### src/rtl/rhythm_pkg.sv
// Shared types for the note chart scheduler: chart entry layout, FSM states
// and score weights.
package rhythm_pkg;

  localparam int unsigned SCORE_PERFECT = 3;
  localparam int unsigned SCORE_HIT     = 1;

  localparam int unsigned DEF_LANES  = 4;
  localparam int unsigned DEF_TIME_W = 13;

  typedef enum logic [2:0] {
    ST_IDLE,
    ST_FETCH,
    ST_WAIT,
    ST_CHECK,
    ST_DONE
  } sched_state_e;

  // Chart ROM word for the default lane/time widths ('last' is the end flag)
  typedef struct packed {
    logic                  last;
    logic [DEF_LANES-1:0]  lane_mask;
    logic [DEF_TIME_W-1:0] note_time;
  } chart_entry_t;

endpackage

### src/rtl/lane_judge.sv
// Per-lane judge: holds one pending note, edge-detects the lane key and
// classifies presses and frame ticks as hit, perfect or miss.
module lane_judge
  import rhythm_pkg::*;
#(
  parameter int unsigned TIME_W  = 13,
  parameter int unsigned HIT_WIN = 4
) (
  input  logic              clk_i,
  input  logic              rst_ni,
  input  logic              en_i,
  input  logic              clr_i,
  input  logic              key_i,
  input  logic              frame_tick_i,
  input  logic [TIME_W-1:0] now_i,
  input  logic              load_i,
  input  logic [TIME_W-1:0] load_time_i,
  output logic              hit_o,
  output logic              perfect_o,
  output logic              miss_o,
  output logic              busy_o
);

  logic              key_q;
  logic              valid_q, valid_d;
  logic [TIME_W-1:0] time_q, time_d;
  logic [TIME_W-1:0] diff;
  logic [TIME_W:0]   late_lim;
  logic              press, in_win, late;

  assign press    = key_i & ~key_q;
  assign diff     = (now_i >= time_q) ? (now_i - time_q) : (time_q - now_i);
  assign in_win   = diff <= TIME_W'(HIT_WIN);
  assign late_lim = {1'b0, time_q} + (TIME_W+1)'(HIT_WIN);
  assign late     = {1'b0, now_i} > late_lim;

  // A hit on this lane takes precedence over a miss in the same cycle
  assign hit_o     = en_i & valid_q & press & in_win;
  assign perfect_o = hit_o & (now_i == time_q);
  assign miss_o    = en_i & valid_q & frame_tick_i & late & ~hit_o;
  assign busy_o    = valid_q;

  always_comb begin
    valid_d = valid_q;
    time_d  = time_q;
    if (clr_i || hit_o || miss_o) begin
      valid_d = 1'b0;
    end else if (load_i) begin
      valid_d = 1'b1;
      time_d  = load_time_i;
    end
  end

  always_ff @(posedge clk_i or negedge rst_ni) begin
    if (!rst_ni) begin
      key_q   <= 1'b0;
      valid_q <= 1'b0;
      time_q  <= '0;
    end else begin
      key_q   <= key_i;
      valid_q <= valid_d;
      time_q  <= time_d;
    end
  end

endmodule

### src/rtl/note_chart_scheduler.sv
// Rhythm-game chart sequencer: fetches chart entries, spawns notes a fixed
// lead ahead of their due frame, and accumulates score and combo.
module note_chart_scheduler
  import rhythm_pkg::*;
#(
  parameter int unsigned LANES      = 4,
  parameter int unsigned TIME_W     = 13,
  parameter int unsigned ADDR_W     = 8,
  parameter int unsigned HIT_WIN    = 4,
  parameter int unsigned SPAWN_LEAD = 64
) (
  input  logic                    Master_Clk,
  input  logic                    Game_Reset_n,
  input  logic                    game_active,
  input  logic                    frame_tick,
  input  logic [TIME_W-1:0]       deltatime,
  input  logic [LANES-1:0]        key_press,
  output logic [ADDR_W-1:0]       chart_addr,
  input  logic [LANES+TIME_W:0]   chart_data,
  output logic                    spawn_valid,
  output logic [LANES-1:0]        spawn_lanes,
  output logic [TIME_W-1:0]       spawn_time,
  output logic [LANES-1:0]        hit_pulse,
  output logic [LANES-1:0]        perfect_pulse,
  output logic [LANES-1:0]        miss_pulse,
  output logic [15:0]             score,
  output logic [7:0]              combo,
  output logic                    chart_done
);

  sched_state_e      state_q, state_d;
  logic              active_q;
  logic [ADDR_W-1:0] addr_q, addr_d;
  logic              spawn, start;

  logic              e_last;
  logic [LANES-1:0]  e_mask;
  logic [TIME_W-1:0] e_time;
  logic              due, lanes_free;

  logic [LANES-1:0]  lane_hit, lane_perf, lane_miss, lane_busy;

  logic              spawn_valid_q;
  logic [LANES-1:0]  spawn_lanes_q;
  logic [TIME_W-1:0] spawn_time_q;
  logic [LANES-1:0]  hit_q, perf_q, miss_q;
  logic [15:0]       score_q, score_d, gain;
  logic [7:0]        combo_q, combo_d;
  logic [7:0]        n_hit, n_perf;
  logic [16:0]       score_sum;
  logic [8:0]        combo_sum;

  assign e_last     = chart_data[LANES+TIME_W];
  assign e_mask     = chart_data[LANES+TIME_W-1:TIME_W];
  assign e_time     = chart_data[TIME_W-1:0];
  assign due        = ({1'b0, deltatime} + (TIME_W+1)'(SPAWN_LEAD)) >= {1'b0, e_time};
  // busy is the registered slot state, so a lane freed this cycle is only reusable next cycle
  assign lanes_free = (lane_busy & e_mask) == '0;

  always_comb begin
    state_d = state_q;
    addr_d  = addr_q;
    spawn   = 1'b0;
    start   = 1'b0;
    if (!game_active) begin
      state_d = ST_IDLE;
    end else begin
      case (state_q)
        ST_IDLE: begin
          if (!active_q) begin
            start   = 1'b1;
            addr_d  = '0;
            state_d = ST_FETCH;
          end
        end
        ST_FETCH: state_d = ST_WAIT;
        ST_WAIT:  state_d = ST_CHECK;
        ST_CHECK: begin
          if (e_last || e_mask == '0) begin
            state_d = ST_DONE;
          end else if (due && lanes_free) begin
            spawn = 1'b1;
            if (addr_q == '1) begin
              state_d = ST_DONE;
            end else begin
              addr_d  = addr_q + ADDR_W'(1);
              state_d = ST_FETCH;
            end
          end
        end
        ST_DONE:  state_d = ST_DONE;
        default:  state_d = ST_IDLE;
      endcase
    end
  end

  for (genvar g = 0; g < LANES; g++) begin : g_lane
    lane_judge #(
      .TIME_W (TIME_W),
      .HIT_WIN(HIT_WIN)
    ) u_judge (
      .clk_i       (Master_Clk),
      .rst_ni      (Game_Reset_n),
      .en_i        (game_active),
      .clr_i       (~game_active | start),
      .key_i       (key_press[g]),
      .frame_tick_i(frame_tick),
      .now_i       (deltatime),
      .load_i      (spawn & e_mask[g]),
      .load_time_i (e_time),
      .hit_o       (lane_hit[g]),
      .perfect_o   (lane_perf[g]),
      .miss_o      (lane_miss[g]),
      .busy_o      (lane_busy[g])
    );
  end

  always_comb begin
    n_hit  = '0;
    n_perf = '0;
    for (int unsigned i = 0; i < LANES; i++) begin
      n_hit  = n_hit + 8'(lane_hit[i]);
      n_perf = n_perf + 8'(lane_perf[i]);
    end
    gain      = 16'(n_perf) * 16'(SCORE_PERFECT) + 16'(n_hit - n_perf) * 16'(SCORE_HIT);
    score_sum = {1'b0, score_q} + {1'b0, gain};
    combo_sum = {1'b0, combo_q} + {1'b0, n_hit};
    score_d   = score_sum[16] ? '1 : score_sum[15:0];
    if (|lane_miss) begin
      combo_d = '0;
    end else begin
      combo_d = combo_sum[8] ? '1 : combo_sum[7:0];
    end
    if (start) begin
      score_d = '0;
      combo_d = '0;
    end
  end

  always_ff @(posedge Master_Clk or negedge Game_Reset_n) begin
    if (!Game_Reset_n) begin
      state_q       <= ST_IDLE;
      active_q      <= 1'b0;
      addr_q        <= '0;
      spawn_valid_q <= 1'b0;
      spawn_lanes_q <= '0;
      spawn_time_q  <= '0;
      hit_q         <= '0;
      perf_q        <= '0;
      miss_q        <= '0;
      score_q       <= '0;
      combo_q       <= '0;
    end else begin
      state_q       <= state_d;
      active_q      <= game_active;
      addr_q        <= addr_d;
      spawn_valid_q <= spawn;
      spawn_lanes_q <= spawn ? e_mask : '0;
      spawn_time_q  <= spawn ? e_time : '0;
      hit_q         <= lane_hit;
      perf_q        <= lane_perf;
      miss_q        <= lane_miss;
      score_q       <= score_d;
      combo_q       <= combo_d;
    end
  end

  assign chart_addr    = addr_q;
  assign spawn_valid   = spawn_valid_q;
  assign spawn_lanes   = spawn_lanes_q;
  assign spawn_time    = spawn_time_q;
  assign hit_pulse     = hit_q;
  assign perfect_pulse = perf_q;
  assign miss_pulse    = miss_q;
  assign score         = score_q;
  assign combo         = combo_q;
  assign chart_done    = (state_q == ST_DONE) && (lane_busy == '0);

endmodule
### config.mk
export PLATFORM = sky130hd
export DESIGN_NAME = note_chart_scheduler
export DESIGN_NICKNAME = d
export VERILOG_FILES = /design/src/rtl/rhythm_pkg.sv /design/src/rtl/lane_judge.sv /design/src/rtl/note_chart_scheduler.sv
export SDC_FILE = /design/constraint.sdc
export NUM_CORES = 1
export LEC_CHECK = 0
export CORE_ASPECT_RATIO = 0.75
export CORE_MARGIN = 2
export CORE_UTILIZATION = 52
export DETAILED_ROUTE_END_ITERATION = 7
export PLACE_DENSITY = 0.72
export SLEW_MARGIN = 0
export SYNTH_ARGS = -nofsm -noshare
export SYNTH_HDL_FRONTEND = slang
export SYNTH_SLANG_ARGS = --single-unit
### constraint.sdc
create_clock -name Master_Clk -period 14.2 [get_ports Master_Clk]
set_input_delay 2.13 -clock Master_Clk [delete_from_list [all_inputs] [get_ports Master_Clk]]
set_output_delay 2.13 -clock Master_Clk [all_outputs]
set_load 0.1 [all_outputs]
==> impl_metrics.tcl, run 1 <==
set metrics [dict create \
    yosysTopAreaCellShare 0.248 \
    routed_wl_mm 42.1 \
    design_area_um2 14700 \
    insertion_delay_ps 440 \
    area_delta_synth_final_pct 15.1 \
    grt_pass1_wl_mm 65.1 \
    drc 0 \
    ios 102 \
    finalHoldViolations 0 \
    htreeDepth 4 \
    num_antenna_cells 0 \
    required_ps 14450 \
    ys.flop_type "dfrtp_1" \
    critPathKind "input pin to flip-flop" \
    groute.usage.overall 0.331 \
    post-place-ws_ps 1420 \
    synth_edf_count 0 \
    period_share 0.883 \
    leakage_nw 7.19 \
    hold_buffers 0 \
    via_per_inst 6.21 \
    fin_tns_setup_ps 0 \
    p_per_area_nw_per_um2 106 \
    worst_slack_ps 1660 \
    dp_hpwl_mm 32.0 \
    yosys.area.top_type "dfrtp_1" \
    finalWeightedCongestion 0.998 \
    synth_cell_types 76 \
    period_minus_slack_ps 12540 \
    drive_above_1_share 0.0471 \
    post_cts.repair.setup_buffers 0 \
    portBuffers 101 \
    grt_max_degree 66 \
    synth_nets 1743 \
    syn_area_per_cell_um2 8.48 \
    finClkSkew_ps 12.0 \
    start_util 0.530 \
    synth_seq_area_share 0.248 \
    ys_top_cells_by_area "dfrtp_1 (25%), ha_1 (19%), a21oi_1 (4.6%), xnor2_1 (4.1%), mux2i_1 (3.6%)" \
    gr-total-overflow 0 \
    async_flop_share 1.00 \
    start_kind "input pin" \
    synthCells 1502 \
    clockBufferDepth 2 \
    cts_tree "yes" \
    cts_resized 0 \
    status "finished, final reports clean" \
    fmax_ghz 0.0798 \
    first_iter_violations 1394 \
    cts_buffers 17 \
    coreArea_um2 24000 \
    crit_fanout 15 \
    rsz0062_at_grt "false" \
    critPathMaxStageDelay_ps 940 \
    die_h_um 140 \
    nets 1821 \
    rows 49 \
    cts.sinks 126 \
    root_buffer "clkbuf_16" \
    crit_path_end_kind "flip-flop" \
    postPlaceCellArea_um2 14000 \
    post_drt_wl_per_cell_um 21.9 \
    fin_total_pwr_w 0.00156 \
    yosys.cell_count.top_type "ha_1" \
    hold_path_class "flip-flop to flip-flop" \
    ant_nets 0 \
    worst-slew-pin-transition_ps 1220 \
    relSlewSlack 0.186 \
    die_w_um 185 \
    firstDrtPassIters 7 \
    dieArea_um2 25800 \
    antenna_found_initial 0 \
    num_vias 11900 \
    setup_viol 0 \
    clk_pin_slew_ps 60 \
    maxCapViolations 0 \
    ir_drop_v 0.0000983 \
    yosysWarnings 0 \
    synth_common_cells "ha_1 (193), dfrtp_1 (126), inv_1 (122), a21oi_1 (118), nor2_1 (96)" \
    drv_slew 0 \
    synth_seq_cells 126 \
    arrival_ps 12790 \
    fillCellCount 2145 \
    netlist_area_um2 12700 \
    grt_pass1_vias 11100 \
    critPathSlowestCell "o22ai_1" \
]
critical path, delay by kind of cell:
| family | cells | cell delay [ps] |
|---|---|---|
| AOI/OAI and AO/OA | 11 | 3400 |
| adders and majority gates | 8 | 3140 |
| buffers and inverters | 6 | 1520 |
| and+or+nand+nor | 10 | 2580 |
where the power goes:
| part | internal (W) | switching, W |
|---|---|---|
| combinational | 0.000265 | 0.000412 |
| sequential | 0.000377 | 0.0000242 |
| clock | 0.000294 | 0.000183 |
| total | 0.000936 | 0.000619 |
layout make-up:
class / count / area (um2) / area share
multi-input cells: 1201 / 8920 / 0.609
flip-flops and latches: 126 / 3150 / 0.215
clock buffers: 18 / 429 / 0.0293
clock inverters: 13 / 188 / 0.0128
repair buffers: 111 / 1090 / 0.0742
inverters: 123 / 462 / 0.0315
well taps: 331 / 414 / 0.0283
layer usage:
layer | GRT usage | vias to the layer above | share of wire
li1 | - | 5594 | -
met2 | 0.450 | 562 | 0.40
met1 | 0.517 | 5736 | 0.48
met5 | 0 | - | 0
met4 | 0.0627 | 0 | 0.013
met3 | 0.0921 | 43 | 0.11
through the flow:
step                 util  hold WS (ps)  cells
finish              0.610           544   1923
global route        0.610           575   1923
CTS                 0.610           543   1923
detailed placement  0.584           530   1892
global placement    0.584           527   1892
floorplan               -           506   1502
kinds of logic after synthesis:
family                   after synthesis  synth area share
AO/OA/AOI/OAI                        382             0.200
XOR/XNOR                              89            0.0612
adder cells (fa/ha/maj)              202             0.204
buffers and inverters                175            0.0523
flip-flops                           126             0.248
multiplexers                          50            0.0397
AND/OR/NAND/NOR                      478             0.195
sequential cells by signal, summed over array words and instances (netlist names), 8 cells and up:
name	count
g_lane.u_judge.time_q	52
chart_addr	8
spawn_time	13
score	16
combo	8
cell usage in the layout, fill, tap and decap left out, types with 11 or more instances in the layout:
cell type	count
nand3_1	80
nand4_1	18
dfrtp_1	126
a211o_1	11
nand2b_1	22
nand2_1	80
nor2b_1	17
nor3_1	45
o21ai_0	67
xnor2_1	60
inv_1	122
a211oi_1	16
and2_1	24
or3_1	15
nor4_1	20
nor2_1	96
or2_2	12
clkbuf_16	17
o21a_1	20
ha_1	193
xor2_1	29
a21oi_1	118
o211ai_1	14
a21o_1	36
mux2i_1	46
clkdlybuf4s50_1	100
path summary, 6_finish.rpt:
path	from	end	slack [ps]	cells after the start
worst max-delay path	deltatime[8]	score[5]$_DFF_PN0_	1660	35
worst min-delay path	g_lane[3].u_judge.time_q[0]$_DFFE_PN0P_	g_lane[3].u_judge.time_q[0]$_DFFE_PN0P_	540	1
worst max register to register	g_lane[0].u_judge.time_q[5]$_DFFE_PN0P_	score[5]$_DFF_PN0_	4160	33
worst min register to register	g_lane[3].u_judge.time_q[0]$_DFFE_PN0P_	g_lane[3].u_judge.time_q[0]$_DFFE_PN0P_	540	1
max in group asynchronous	Game_Reset_n	g_lane[2].u_judge.time_q[8]$_DFFE_PN0P_	11190	2
min in group asynchronous	Game_Reset_n	combo[4]$_DFF_PN0_	1690	1
Power figures use the tool's default switching activity.
==> run 2: changes to the inputs <==
--- a/config.mk
+++ b/config.mk
@@ -9,7 +9,7 @@
 export CORE_MARGIN = 2
 export CORE_UTILIZATION = 52
 export DETAILED_ROUTE_END_ITERATION = 7
-export PLACE_DENSITY = 0.72
+export PLACE_DENSITY_LB_ADDON = 0.05
 export SLEW_MARGIN = 0
 export SYNTH_ARGS = -nofsm -noshare
 export SYNTH_HDL_FRONTEND = slang
==> impl_metrics.tcl, run 2 (same netlist as run 1, synthesis figures left out) <==
set metrics [dict create \
    fin_cells 1929 \
    finalHoldViolations 0 \
    relSlewSlack 0.219 \
    clock_power_share 0.315 \
    fmax_ghz 0.0820 \
    critPathMaxStageDelay_ps 860 \
    p_sw_w 0.000618 \
    p_per_area_nw_per_um2 107 \
    critPathSlowestCell "clkdlybuf4s50_1" \
    drive_above_1_share 0.0513 \
    ir_drop_v 0.0000908 \
    clk_pin_slew_ps 60 \
    first_iter_violations 1236 \
    period_share 0.859 \
    via_per_inst 6.14 \
    grt_max_degree 71 \
    maxCapViolations 0 \
    finalWeightedCongestion 1.01 \
    hold_path_class "flip-flop to flip-flop" \
    htreeDepth 4 \
    grt_pass1_vias 10900 \
    portBuffers 101 \
    start_util 0.530 \
    timing.rr.end "score[14]$_DFF_PN0_" \
    antenna_found_initial 0 \
    firstDrtPassIters 5 \
    coreArea_um2 24000 \
    start_kind "input pin" \
    clockBufferDepth 2 \
    drv_slew 0 \
    p_seq_frac 0.256 \
    post_cts.repair.setup_buffers 0 \
    root_buffer "clkbuf_16" \
    multiInputGateArea_um2 8920 \
    setup_viol 0 \
    routed_wl_mm 42.2 \
    rows 49 \
    die_w_um 185 \
    dp_hpwl_mm 31.9 \
    grt-busiest-layer "met1" \
    holdCritStartpoint "g_lane[2].u_judge.time_q[0]$_DFFE_PN0P_" \
    die_h_um 140 \
    insertion_delay_ps 440 \
    period_minus_slack_ps 12200 \
    most-common-layout-cells "ha_1 (193), dfrtp_1 (126), inv_1 (122)" \
    required_ps 14500 \
    num_antenna_cells 0 \
    critPathKind "input pin to flip-flop" \
    cts_buffers 17 \
    met1_usage 0.521 \
    leakage_nw 7.23 \
    cts_resized 0 \
    worst-slew-pin-transition_ps 1160 \
    pwr-share-comb 0.429 \
    cts_tree "yes" \
    whs_endpoint "g_lane[2].u_judge.time_q[0]$_DFFE_PN0P_" \
    final_common_cell "ha_1" \
    num_vias 11900 \
    crit_fanout 11 \
    switching_share 0.394 \
    dieArea_um2 25800 \
    finClkSkew_ps 11.3 \
    dpl.cell_count 1897 \
    fin_tns_setup_ps 0 \
    hold_buffers 0 \
    min_path_cells 1 \
    rr_worst_depth 34 \
    use_met3 0.0777 \
    area_delta_synth_final_pct 15.6 \
    crit_path_end_kind "flip-flop" \
    nets 1826 \
    r2r-start "g_lane[0].u_judge.time_q[5]$_DFFE_PN0P_" \
    ios 102 \
    groute.usage.overall 0.329 \
    drc 0 \
    grt_pass1_wl_mm 64.3 \
    cts.sinks 126 \
    status "finished, final reports clean" \
    top_register "g_lane.u_judge.time_q" \
    rsz0062_at_grt "false" \
    arrival_ps 12500 \
    rrSetupSlack_ps 4400 \
    ant_nets 0 \
    gr-usage-met2 0.440 \
    gr-total-overflow 0 \
    largest_register_ffs 52 \
    post_drt_wl_per_cell_um 21.9 \
    fillCellCount 2131 \
    p_int_w 0.000952 \
    regArea_um2 3150 \
]
[run 2: layer usage]
metal | share of wire | routed length (um)
met5 | 0.0013 | 54
met3 | 0.096 | 4070
met4 | 0.018 | 759
met2 | 0.39 | 16600
met1 | 0.49 | 20700
[run 2: power groups by stage]
stage          Combinational (W)  Clock [W]  Sequential, W
2_1_floorplan           0.000469          0       0.000400
3_3_place_gp            0.000637          0       0.000406
3_5_place_dp            0.000645          0       0.000406
4_1_cts                 0.000651   0.000499       0.000400
5_1_grt                 0.000737   0.000516       0.000403
6_report                0.000674   0.000495       0.000401
[run 2: critical path, delay by kind of cell]
family | cells | cell delay, ps
AOI/OAI and AO/OA | 10 | 2790
and+or+nand+nor | 11 | 2710
buffers and inverters | 7 | 1800
adders and majority gates | 8 | 3070
[run 2: final cells by class]
cell class	instances	area share
clock buffers	20	0.0317
clock inverters	12	0.0124
well taps	331	0.0281
flip-flops and latches	126	0.214
inverters	123	0.0314
multi-input cells	1201	0.606
repair buffers	116	0.0764
[run 2: worst max-delay path by stage]
stage                  startpoint                  end  slack [ps]  depth (start not counted)
finish              deltatime[11]  score[14]$_DFF_PN0_        2000                         36
global route         deltatime[4]  score[14]$_DFF_PN0_        1130                         34
CTS                 deltatime[11]  score[14]$_DFF_PN0_        2100                         36
detailed placement  deltatime[11]  score[14]$_DFF_PN0_        1670                         36
global placement    deltatime[11]  score[14]$_DFF_PN0_        1980                         36
floorplan            deltatime[6]  score[10]$_DFF_PN0_        3900                         36
[run 2: metrics by stage]
step	hold WS (ps)	power, W	setup slack, ps	instance area [um2]	utilization
after global placement	528	0.00104	1980	14100	0.585
after detailed placement	532	0.00105	1670	14100	0.585
after floorplan	506	0.000869	3900	12700	-
after CTS	545	0.00155	2100	14700	0.613
final	544	0.00157	2000	14700	0.613
after global routing	588	0.00166	1130	14700	0.613
==> run 3: changes to the inputs <==
--- a/config.mk
+++ b/config.mk
@@ -10,7 +10,7 @@
 export CORE_UTILIZATION = 52
 export DETAILED_ROUTE_END_ITERATION = 7
 export PLACE_DENSITY_LB_ADDON = 0.05
-export SLEW_MARGIN = 0
+export SETUP_SLACK_MARGIN = 0.15
 export SYNTH_ARGS = -nofsm -noshare
 export SYNTH_HDL_FRONTEND = slang
 export SYNTH_SLANG_ARGS = --single-unit
==> results of run 3 <==
The final DEF is identical to that of run 2; final timing and power are the same.
==> RTL change (flow settings as in run 3) <==
Register the output `chart_done`, with the module's reset; this adds one clock of latency there. The other outputs are not delayed to match.
--- a/src/rtl/note_chart_scheduler.sv
+++ b/src/rtl/note_chart_scheduler.sv
@@ -174,6 +174,12 @@
   assign miss_pulse    = miss_q;
   assign score         = score_q;
   assign combo         = combo_q;
-  assign chart_done    = (state_q == ST_DONE) && (lane_busy == '0);
+  always_ff @(posedge Master_Clk or negedge Game_Reset_n) begin
+    if (!Game_Reset_n) begin
+      chart_done <= '0;
+    end else begin
+      chart_done <= (state_q == ST_DONE) && (lane_busy == '0);
+    end
+  end
 
 endmodule
Formal check against the unedited RTL: not equivalent (a bounded check fails within 10 cycles, from zero or initial values and one cycle with Game_Reset_n low).
==> RTL change against run 3 <==
- first-iteration DRC count fell by 3.1%
- power fell by 2.7%
- routed wire length fell by 4.9%
- final cell count rose by 0.31%
- hold slack improved by 0.012 ns
- area after synthesis rose by 2.4%
- cell area rose by 1.3%
- critical endpoint unchanged
- worst setup slack got worse by 0.28 ns
- highest routed layer is now met4
- sequential cell count rose by 1
==> RTL change: results (changes against run 3) <==
[routing]
drtPass1Iterations = 6  ; was 5
drt-wirelength-per-cell_um = 20.8  ; was 21.9 µm
num_vias = 12000  ; was 11900
drtIter0Drc = 1198  ; was 1236

[setup_path]
crit_start = deltatime[5]  ; was deltatime[11]
cp_max_fo = 15  ; was 11
crit_family = compound AO/OA/AOI/OAI gates  ; was adder cells
cp.arrival_ns = 12.73  ; was 12.50 ns
r2r_slack_ns = 4.26  ; was 4.40 ns
cp_slowest_cell = clkdlybuf4s50_1  ; unchanged
reg2reg_from = g_lane[1].u_judge.time_q[4]  ; was g_lane[0].u_judge.time_q[5]
slowest_delay_ns = 0.93  ; was 0.86 ns
criticalPathCategory = in -> reg  ; unchanged

[power_and_ir_drop]
leakagePower_nw = 7.32  ; was 7.23 nW
vdd_ir_drop_max_v = 0.000109  ; was 0.0000908 V

[logic_synthesis]
synthFlopType = dfrtp_1  ; unchanged
yosys_warnings = 0  ; unchanged
netlist_top_cells_area = dfrtp_1 24%, ha_1 19%, mux2i_1 4.7%  ; was dfrtp_1 25%, ha_1 19%, a21oi_1 4.6%
syn-num-nets = 1737  ; was 1743
seq_area_frac_synth_pct = 24.4  ; was 24.8%
yosys-top-cells-count = 193 x ha_1, 127 x dfrtp_1, 125 x inv_1  ; was 193 x ha_1, 126 x dfrtp_1, 122 x inv_1
ys_async_sr_fraction_pct = 100  ; unchanged
yosys.cell_types.count = 101  ; was 76

[worst_hold_path]
hp-class = reg -> reg  ; unchanged
hold_start = g_lane[2].u_judge.time_q[0]  ; unchanged

[cts]
cts_resized = 0  ; unchanged
cts-root-buf = clkbuf_16  ; unchanged
numCtsBuffers = 17  ; unchanged
clockBufferDepth = 2  ; unchanged
clock_latency_ns = 0.45
post_cts_buffers = 0  ; unchanged
h-tree-depth = 4  ; unchanged
cts.clk_slew.worst_paths_ns = 0.07

[placement]
dp_slack_ns = 1.57  ; was 1.67 ns
dpl-instance-area_um2 = 14400  ; was 14100 µm²
dpl.hpwl_um = 30300  ; was 31900 µm
gp_congestion = 0.950  ; was 1.01
portBuffers = 101  ; unchanged

[final_layout]
diodes = 0  ; unchanged
fin_nets = 1825  ; was 1826
drive_above_1_share_pct = 6.89  ; was 5.13%
largest_reg_flops = 52  ; unchanged
largest-register = g_lane.u_judge.time_q  ; unchanged
fill_cells = 2276  ; was 2131

[timing]
fin_skew_ns = 0.0116  ; was 0.0113 ns
tightestPinTransition_ns = 1.17  ; was 1.16 ns
fmax_mhz = 80.2  ; was 82.0 MHz

[grt]
antenna_found_initial = 0  ; unchanged
grt_pass1_vias = 11300  ; was 10900
grt_usage_pct = 30.8  ; was 32.9%
grt_first_pass_wirelength_um = 63100  ; was 64300 µm
grt_max_degree = 67  ; was 71

[outcome]
status = finished, final reports clean  ; unchanged

[RTL change: cell count changes after synthesis, moves of 11 or more]
cell,delta
buf_2,+13
and3_1,+20
nand3_1,-18
a31oi_1,+13
clkbuf_1,-21
nor3_1,-11
nor2_1,-13
a21oi_1,-13
o21ai_0,-12
mux2i_1,+15
[RTL change: per-stage QoR]
stage               cells  hold slack [ns]  total power [mW]
detailed placement   1903            0.551              1.09
global placement     1903            0.540              1.08
global route         1935            0.585              1.63
CTS                  1935            0.565              1.52
floorplan            1496            0.465             0.924
finish               1935            0.556              1.53
[RTL change: cells by family (layout without fill, tap and decap cells)]
group	count (synthesis)	after routing	share of synthesized area, %
muxes	69	69	5.37
and+or+nand+nor	449	449	18.4
DFF	127	127	24.4
xor gates and xnor gates	82	82	5.51
AOI/OAI and AO/OA	392	392	21.0
buffers and inverters	175	276	5.46
adders and majority gates	202	202	19.9
[RTL change: layout make-up]
class	count	area [µm²]	share of cell area, %
clock buffers	17	425	2.85
clock inverters	15	125	0.839
inverters	127	477	3.20
multi-input cells	1194	9150	61.4
flip-flops and latches	127	3180	21.3
well taps	338	423	2.84
repair buffers	117	1130	7.59
[RTL change: layer usage]
metal  track usage [%]  share of wire [%]  vias up  routed length, µm
li1                  -                  -     5647                  -
met1              45.5                 48     5767              19400
met2              44.1                 41      480              16300
met3              7.42                8.8       59               3520
met4              9.27                2.5        0               1000
met5                 0                  0        -                  0
[RTL change: report_power, final]
part           leakage, nW  switching, mW  internal [mW]
Clock                0.260          0.196          0.227
Sequential            1.53         0.0257          0.382
Combinational         5.53          0.409          0.286
[RTL change: path summary, 6_finish.rpt]
check / endpoint / cells after the start
worst max-delay path: score[14] / 35
worst min-delay path: g_lane[2].u_judge.time_q[0] / 1
worst max register to register: score[14] / 33
worst min register to register: g_lane[2].u_judge.time_q[0] / 1
max in group asynchronous: spawn_time[7] / 2
min in group asynchronous: combo[5] / 1
